$ cat config.mk
export PLATFORM = sky130hd
export DESIGN_NAME = reu_dma_flat
export DESIGN_NICKNAME = d
export VERILOG_FILES = /design/src/rtl/reu_pkg.sv /design/src/rtl/reu_dma_if.sv /design/src/rtl/reu_dma.sv /design/src/flat_wrapper.sv
export SDC_FILE = /design/constraint.sdc
export NUM_CORES = 1
export LEC_CHECK = 0
export CORE_MARGIN = 2
export CORE_UTILIZATION = 41
export DETAILED_ROUTE_END_ITERATION = 8
export HOLD_SLACK_MARGIN = 0.1
export PLACE_DENSITY = 0.72
export SLEW_MARGIN = 5
export SYNTH_ARGS = -nofsm -noshare
export SYNTH_HDL_FRONTEND = slang
export SYNTH_SLANG_ARGS = --single-unit
$ cat constraint.sdc
create_clock -name PHI2 -period 2.1 [get_ports PHI2]
set_input_delay 0.525 -clock PHI2 [delete_from_list [all_inputs] [get_ports PHI2]]
set_output_delay 0.525 -clock PHI2 [all_outputs]
set_load 0.02 [all_outputs]
$ cat src/rtl/reu_pkg.sv
// rtl/reu_pkg.sv - shared transfer-type and state encodings for the REU DMA engine
package reu_pkg;

  // Transfer types as written by the register block into the command register
  typedef enum logic [1:0] {
    STASH  = 2'b00,
    FETCH  = 2'b01,
    SWAP   = 2'b10,
    VERIFY = 2'b11
  } xfer_t;

  typedef enum logic [2:0] {
    IDLE  = 3'd0,
    START = 3'd1,
    XFER  = 3'd2,
    SWAP2 = 3'd3,
    DONE  = 3'd4
  } state_t;

  localparam int WAIT_W = 3;

endpackage

$ cat src/rtl/reu_dma_if.sv
// rtl/reu_dma_if.sv - bus, RAM and register-block signal bundle for the REU DMA engine
interface reu_dma_if;

  // Command and status from/to the register block
  logic       Execute;
  logic [1:0] XferType;
  logic       Length1;
  logic       IncCA;
  logic       IncREUA;
  logic       DecLen;
  logic       XferEnd;
  logic       SetEndOfBlock;
  logic       SetVerifyErr;
  logic       Busy;

  // C64 expansion-port bus
  logic       BA;
  logic       nDMA;
  logic [7:0] C64DI;
  logic       C64RD;
  logic       C64WR;
  logic [7:0] C64DO;

  // REU RAM port
  logic [7:0] REUDI;
  logic       REURD;
  logic       REUWR;
  logic [7:0] REUDO;

  // DMA engine side
  modport master (
    input  Execute, XferType, Length1, BA, C64DI, REUDI,
    output nDMA, C64RD, C64WR, C64DO, REURD, REUWR, REUDO,
    output IncCA, IncREUA, DecLen, XferEnd, SetEndOfBlock, SetVerifyErr, Busy
  );

  // Register block / bus / RAM side
  modport slave (
    output Execute, XferType, Length1, BA, C64DI, REUDI,
    input  nDMA, C64RD, C64WR, C64DO, REURD, REUWR, REUDO,
    input  IncCA, IncREUA, DecLen, XferEnd, SetEndOfBlock, SetVerifyErr, Busy
  );

endinterface

$ cat src/rtl/reu_dma.sv
// rtl/reu_dma.sv - REU DMA sequencer: stash, fetch, swap and verify between C64 bus and REU RAM
module reu_dma
  import reu_pkg::*;
#(
  parameter int START_WAIT = 1
) (
  input logic       PHI2,
  input logic       Reset,
  reu_dma_if.master bus
);

  state_t              r_state;
  state_t              w_next;
  xfer_t               r_type;
  logic [WAIT_W-1:0]   r_wait;
  logic [7:0]          r_hold_c;
  logic [7:0]          r_hold_r;

  logic       w_go;
  logic       w_done;
  logic       w_hold_ld;
  logic       w_c64rd;
  logic       w_c64wr;
  logic       w_reurd;
  logic       w_reuwr;
  logic [7:0] w_c64do;
  logic [7:0] w_reudo;
  logic       w_inc;
  logic       w_declen;
  logic       w_xend;
  logic       w_eob;
  logic       w_verr;

  // Bus cycles only happen when the port owns the bus; a pending reset suppresses every strobe
  assign w_go = bus.BA && !Reset;

  // State register, advanced on the PHI2 falling edge
  always_ff @(negedge PHI2) begin
    if (Reset) begin
      r_state <= IDLE;
    end else begin
      r_state <= w_next;
    end
  end

  // Latched type, start-delay counter and swap hold registers
  always_ff @(negedge PHI2) begin
    if (Reset) begin
      r_type   <= STASH;
      r_wait   <= '0;
      r_hold_c <= '0;
      r_hold_r <= '0;
    end else begin
      if (r_state == IDLE && bus.Execute) begin
        r_type <= xfer_t'(bus.XferType);
        r_wait <= WAIT_W'(START_WAIT);
      end else if (r_state == START && bus.BA && r_wait != '0) begin
        r_wait <= r_wait - 3'd1;
      end
      if (w_hold_ld) begin
        r_hold_c <= bus.C64DI;
        r_hold_r <= bus.REUDI;
      end
    end
  end

  // Next state and per-cycle strobes, all combinational so the register block sees them this edge
  always_comb begin
    w_next    = r_state;
    w_done    = 1'b0;
    w_hold_ld = 1'b0;
    w_c64rd   = 1'b0;
    w_c64wr   = 1'b0;
    w_reurd   = 1'b0;
    w_reuwr   = 1'b0;
    w_c64do   = 8'h00;
    w_reudo   = 8'h00;
    w_inc     = 1'b0;
    w_declen  = 1'b0;
    w_xend    = 1'b0;
    w_eob     = 1'b0;
    w_verr    = 1'b0;

    case (r_state)
      IDLE: begin
        if (bus.Execute) w_next = START;
      end
      START: begin
        if (bus.BA && r_wait <= 3'd1) w_next = XFER;
      end
      XFER: begin
        if (w_go) begin
          unique case (r_type)
            STASH: begin
              w_c64rd = 1'b1;
              w_reuwr = 1'b1;
              w_reudo = bus.C64DI;
              w_inc   = 1'b1;
              w_done  = 1'b1;
            end
            FETCH: begin
              w_reurd = 1'b1;
              w_c64wr = 1'b1;
              w_c64do = bus.REUDI;
              w_inc   = 1'b1;
              w_done  = 1'b1;
            end
            SWAP: begin
              // Read both sides now, write them crossed in SWAP2
              w_c64rd   = 1'b1;
              w_reurd   = 1'b1;
              w_hold_ld = 1'b1;
              w_next    = SWAP2;
            end
            VERIFY: begin
              w_c64rd = 1'b1;
              w_reurd = 1'b1;
              w_inc   = 1'b1;
              if (bus.C64DI != bus.REUDI) begin
                // Mismatch ends the block; length is left alone
                w_verr = 1'b1;
                w_xend = 1'b1;
                w_eob  = bus.Length1;
                w_next = DONE;
              end else begin
                w_done = 1'b1;
              end
            end
          endcase
        end
      end
      SWAP2: begin
        if (w_go) begin
          w_c64wr = 1'b1;
          w_c64do = r_hold_r;
          w_reuwr = 1'b1;
          w_reudo = r_hold_c;
          w_inc   = 1'b1;
          w_done  = 1'b1;
        end
      end
      DONE: begin
        w_next = IDLE;
      end
      default: begin
        w_next = IDLE;
      end
    endcase

    // A completed byte either counts down the length or, on the last byte, closes the block
    if (w_done) begin
      if (bus.Length1) begin
        w_eob  = 1'b1;
        w_xend = 1'b1;
        w_next = DONE;
      end else begin
        w_declen = 1'b1;
        w_next   = XFER;
      end
    end
  end

  assign bus.nDMA          = !(r_state == START || r_state == XFER || r_state == SWAP2);
  assign bus.Busy          = (r_state != IDLE);
  assign bus.C64RD         = w_c64rd;
  assign bus.C64WR         = w_c64wr;
  assign bus.C64DO         = w_c64do;
  assign bus.REURD         = w_reurd;
  assign bus.REUWR         = w_reuwr;
  assign bus.REUDO         = w_reudo;
  assign bus.IncCA         = w_inc;
  assign bus.IncREUA       = w_inc;
  assign bus.DecLen        = w_declen;
  assign bus.XferEnd       = w_xend;
  assign bus.SetEndOfBlock = w_eob;
  assign bus.SetVerifyErr  = w_verr;

endmodule

$ cat src/flat_wrapper.sv
// flat-port wrapper written by rule: the top's interface ports become plain ports
module reu_dma_flat import reu_pkg::*;
#(
  parameter int START_WAIT = 1
)
  (PHI2, Reset, bus_Execute, bus_XferType, bus_Length1, bus_BA, bus_C64DI, bus_REUDI, bus_nDMA, bus_C64RD, bus_C64WR, bus_C64DO, bus_REURD, bus_REUWR, bus_REUDO, bus_IncCA, bus_IncREUA, bus_DecLen, bus_XferEnd, bus_SetEndOfBlock, bus_SetVerifyErr, bus_Busy);
  reu_dma_if bus_i ();
  input logic PHI2;
  input logic Reset;
  input wire logic [$bits(bus_i.Execute)-1:0] bus_Execute;
  input wire logic [$bits(bus_i.XferType)-1:0] bus_XferType;
  input wire logic [$bits(bus_i.Length1)-1:0] bus_Length1;
  input wire logic [$bits(bus_i.BA)-1:0] bus_BA;
  input wire logic [$bits(bus_i.C64DI)-1:0] bus_C64DI;
  input wire logic [$bits(bus_i.REUDI)-1:0] bus_REUDI;
  output wire logic [$bits(bus_i.nDMA)-1:0] bus_nDMA;
  output wire logic [$bits(bus_i.C64RD)-1:0] bus_C64RD;
  output wire logic [$bits(bus_i.C64WR)-1:0] bus_C64WR;
  output wire logic [$bits(bus_i.C64DO)-1:0] bus_C64DO;
  output wire logic [$bits(bus_i.REURD)-1:0] bus_REURD;
  output wire logic [$bits(bus_i.REUWR)-1:0] bus_REUWR;
  output wire logic [$bits(bus_i.REUDO)-1:0] bus_REUDO;
  output wire logic [$bits(bus_i.IncCA)-1:0] bus_IncCA;
  output wire logic [$bits(bus_i.IncREUA)-1:0] bus_IncREUA;
  output wire logic [$bits(bus_i.DecLen)-1:0] bus_DecLen;
  output wire logic [$bits(bus_i.XferEnd)-1:0] bus_XferEnd;
  output wire logic [$bits(bus_i.SetEndOfBlock)-1:0] bus_SetEndOfBlock;
  output wire logic [$bits(bus_i.SetVerifyErr)-1:0] bus_SetVerifyErr;
  output wire logic [$bits(bus_i.Busy)-1:0] bus_Busy;
  assign bus_i.Execute = bus_Execute;
  assign bus_i.XferType = bus_XferType;
  assign bus_i.Length1 = bus_Length1;
  assign bus_i.BA = bus_BA;
  assign bus_i.C64DI = bus_C64DI;
  assign bus_i.REUDI = bus_REUDI;
  assign bus_nDMA = bus_i.nDMA;
  assign bus_C64RD = bus_i.C64RD;
  assign bus_C64WR = bus_i.C64WR;
  assign bus_C64DO = bus_i.C64DO;
  assign bus_REURD = bus_i.REURD;
  assign bus_REUWR = bus_i.REUWR;
  assign bus_REUDO = bus_i.REUDO;
  assign bus_IncCA = bus_i.IncCA;
  assign bus_IncREUA = bus_i.IncREUA;
  assign bus_DecLen = bus_i.DecLen;
  assign bus_XferEnd = bus_i.XferEnd;
  assign bus_SetEndOfBlock = bus_i.SetEndOfBlock;
  assign bus_SetVerifyErr = bus_i.SetVerifyErr;
  assign bus_Busy = bus_i.Busy;
  reu_dma #(.START_WAIT(START_WAIT)) u_core (.PHI2(PHI2), .Reset(Reset), .bus(bus_i));
endmodule
==> flow_summary.json <==
{
  "p_leak_nw": 1.37,
  "p_total_w": 0.00207,
  "crit_path_start_kind": "flip-flop",
  "setup_viol": 50,
  "slowest_stage": "dfxtp_4",
  "setup_ws_ps": -1200,
  "status": "finished with violations",
  "drive_above_1_share": 0.495,
  "synth_edf_count": 0,
  "worst_slew_pin_slew_ps": 318,
  "drtAntennaViolNets": 0,
  "netlist_instances": 185,
  "antenna_found_initial": 0,
  "cp.arrival_ps": 2780,
  "drt_iter0_drc": 47,
  "ys_seq_area_frac": 0.311,
  "yosys_warnings": 0,
  "place_ws_ps": -1270,
  "crit_chain": "nand2b_4, nor4_4, nand2_2, mux2_4, buf_6",
  "crit_fanout": 4,
  "track_usage": 0.234,
  "async_flop_share": 0,
  "io_buffers": 50,
  "dr_total_vias": 1743,
  "powerDensity_mw_per_mm2": 715,
  "skew_ps": 12.7,
  "cts_sinks": 24,
  "path_clk_slew_ps": 40,
  "fin_setup_tns_ps": -39490,
  "area_growth_syn_to_layout_pct": 87.9,
  "required_ps": 1570,
  "ctsHoldBuffers": 0,
  "syn-mean-instance-area_um2": 8.34,
  "crit_buf_inv": 1,
  "r2r_slack_ps": 330,
  "antenna_cells": 0,
  "grt_max_degree": 21,
  "die_w_um": 65.3,
  "rsz0062_at_grt": "true",
  "fp.dieH_um": 65.3,
  "remaining_drc_errors": 0,
  "grt_overflow_total": 0,
  "drt_wl_total_um": 4920,
  "crit_family": "simple AND/OR/NAND/NOR gates",
  "cts_inserted_buffers": 3,
  "gp_congestion": 0.825,
  "cpPeakStageDelay_ps": 350,
  "cts_tree": "done",
  "clockRootBuffer": "clkbuf_8",
  "nets": 328,
  "ir_drop_uv": 482,
  "wire_per_inst_um": 14.1,
  "cap_violations": 0,
  "synth_area_mm2": 0.00154,
  "slew-limit-headroom": 0.787,
  "htree_levels": 1,
  "worstSkewPairLatency_ps": 350,
  "setup.worst_path.class": "reg -> out",
  "cts.path.max_buffers": 2,
  "hold_viol": 0,
  "dr.pass1.iters": 4,
  "viasPerCell": 4.99,
  "drv_slew": 0,
  "violations": "negative setup slack",
  "num_rows": 22,
  "synth_fp_nets": 211,
  "die_area_mm2": 0.00427,
  "worstSetupEndpointType": "output port",
  "yosys_most_used_dff": "dfxtp_1",
  "io_pins": 51,
  "grt_pass1_wl_um": 7840,
  "grt_pass1_vias": 1761,
  "coreArea_mm2": 0.00363,
  "start_util": 0.425,
  "dpl.hpwl_um": 3280,
  "yosysUniqueCellTypes": 41,
  "hold_path_class": "reg -> reg",
  "synth-seq-cells": 24
}
==> per-stage QoR <==
stage	hold slack [ps]	instance area, µm²	util	cells
6_report	514	2900	0.798	349
5_1_grt	553	2900	0.798	349
4_1_cts	495	2740	0.753	344
3_5_place_dp	485	2450	0.674	311
3_3_place_gp	476	2450	0.674	311
2_1_floorplan	464	1660	-	185
==> power breakdown <==
group / switching, W / total [W] / internal, W / leakage [nW]
sequential: 0.0000330 / 0.000534 / 0.000501 / 0.196
combinational: 0.000525 / 0.00105 / 0.000528 / 1.02
clock: 0.000290 / 0.000485 / 0.000196 / 0.154
==> path summary, 6_finish.rpt <==
check | from | to | cells after the start
worst min-delay path | u_core.r_hold_c[7] | u_core.r_hold_c[7] | 2
worst max-delay path | u_core.r_state[2] | bus_XferEnd | 5
worst max register to register | u_core.r_state[2] | u_core.r_state[1] | 8
worst min register to register | u_core.r_hold_c[7] | u_core.r_hold_c[7] | 2
==> sequential cells by signal, indices dropped and copies added, names as in the netlist <==
register	flops
u_core.r_hold_c	8
u_core.r_wait	3
u_core.r_hold_r	8
u_core.r_type	2
u_core.r_state	3
==> Yosys cell counts, drive strengths merged (3+ instances only) <==
library cell  instances  area share
nand4                 3       0.012
ha                    3       0.024
clkbuf                3      0.0073
a21oi                 4       0.013
nand2                 6       0.015
buf                  10       0.045
xnor2                 9       0.051
mux2                  3       0.022
inv                  10       0.024
a22oi                16       0.078
nor2                 49        0.13
dfxtp                24        0.31
mux2i                18        0.12
==> layer usage <==
layer,routed length [µm],GRT usage,share of wire
met5,0,0,0
met4,65,0.0990,0.013
met3,147,0.0531,0.030
met2,2500,0.378,0.51
met1,2210,0.301,0.45
==> placed cells by master (no fill, tap or decap), types with 5 or more instances in the layout <==
cell | netlist | routed
buf_4 | 1 | 43
nor2_1 | 47 | 33
inv_1 | 10 | 31
buf_6 | 3 | 30
dfxtp_1 | 24 | 21
mux2i_1 | 18 | 18
a22oi_2 | 0 | 16
nor2_2 | 1 | 13
dlygate4sd2_1 | 0 | 12
xnor2_1 | 9 | 8
buf_8 | 0 | 5
==> cell families (layout without fill, tap and decap cells) <==
group,after synthesis,count (layout),synth area share
mux,21,21,0.139
fa+ha+maj,3,3,0.0243
simple gates,75,75,0.251
flops,24,24,0.311
compound gates,30,30,0.146
xor+xnor,9,9,0.0511
buf+inv,23,139,0.0770
==> timing repair <==
item                       4_1_cts  5_1_grt
buffers inserted                 5        5
gates resized for setup        218       33
setup endpoints to repair       52       52
cloned                           1        0
pin swaps                       13       27
==> cell type report <==
type	count	area, µm²
inverters	9	33.8
repair buffers	102	998
fillers	243	734
well taps	48	60.1
flip-flops and latches	24	489
clock inverters	25	96.3
clock buffers	3	41.3
multi-input cells	138	1180
==> worst reg2reg max path, stage by stage, from the launching register on <==
cell	delay, ps
dfxtp_4	350
nand2b_4	170
nor4_4	300
nand2_2	120
buf_4	150
buf_4	120
buf_4	120
buf_4	130
a41o_1	200
No activity file was read; power rests on OpenSTA's default activity.
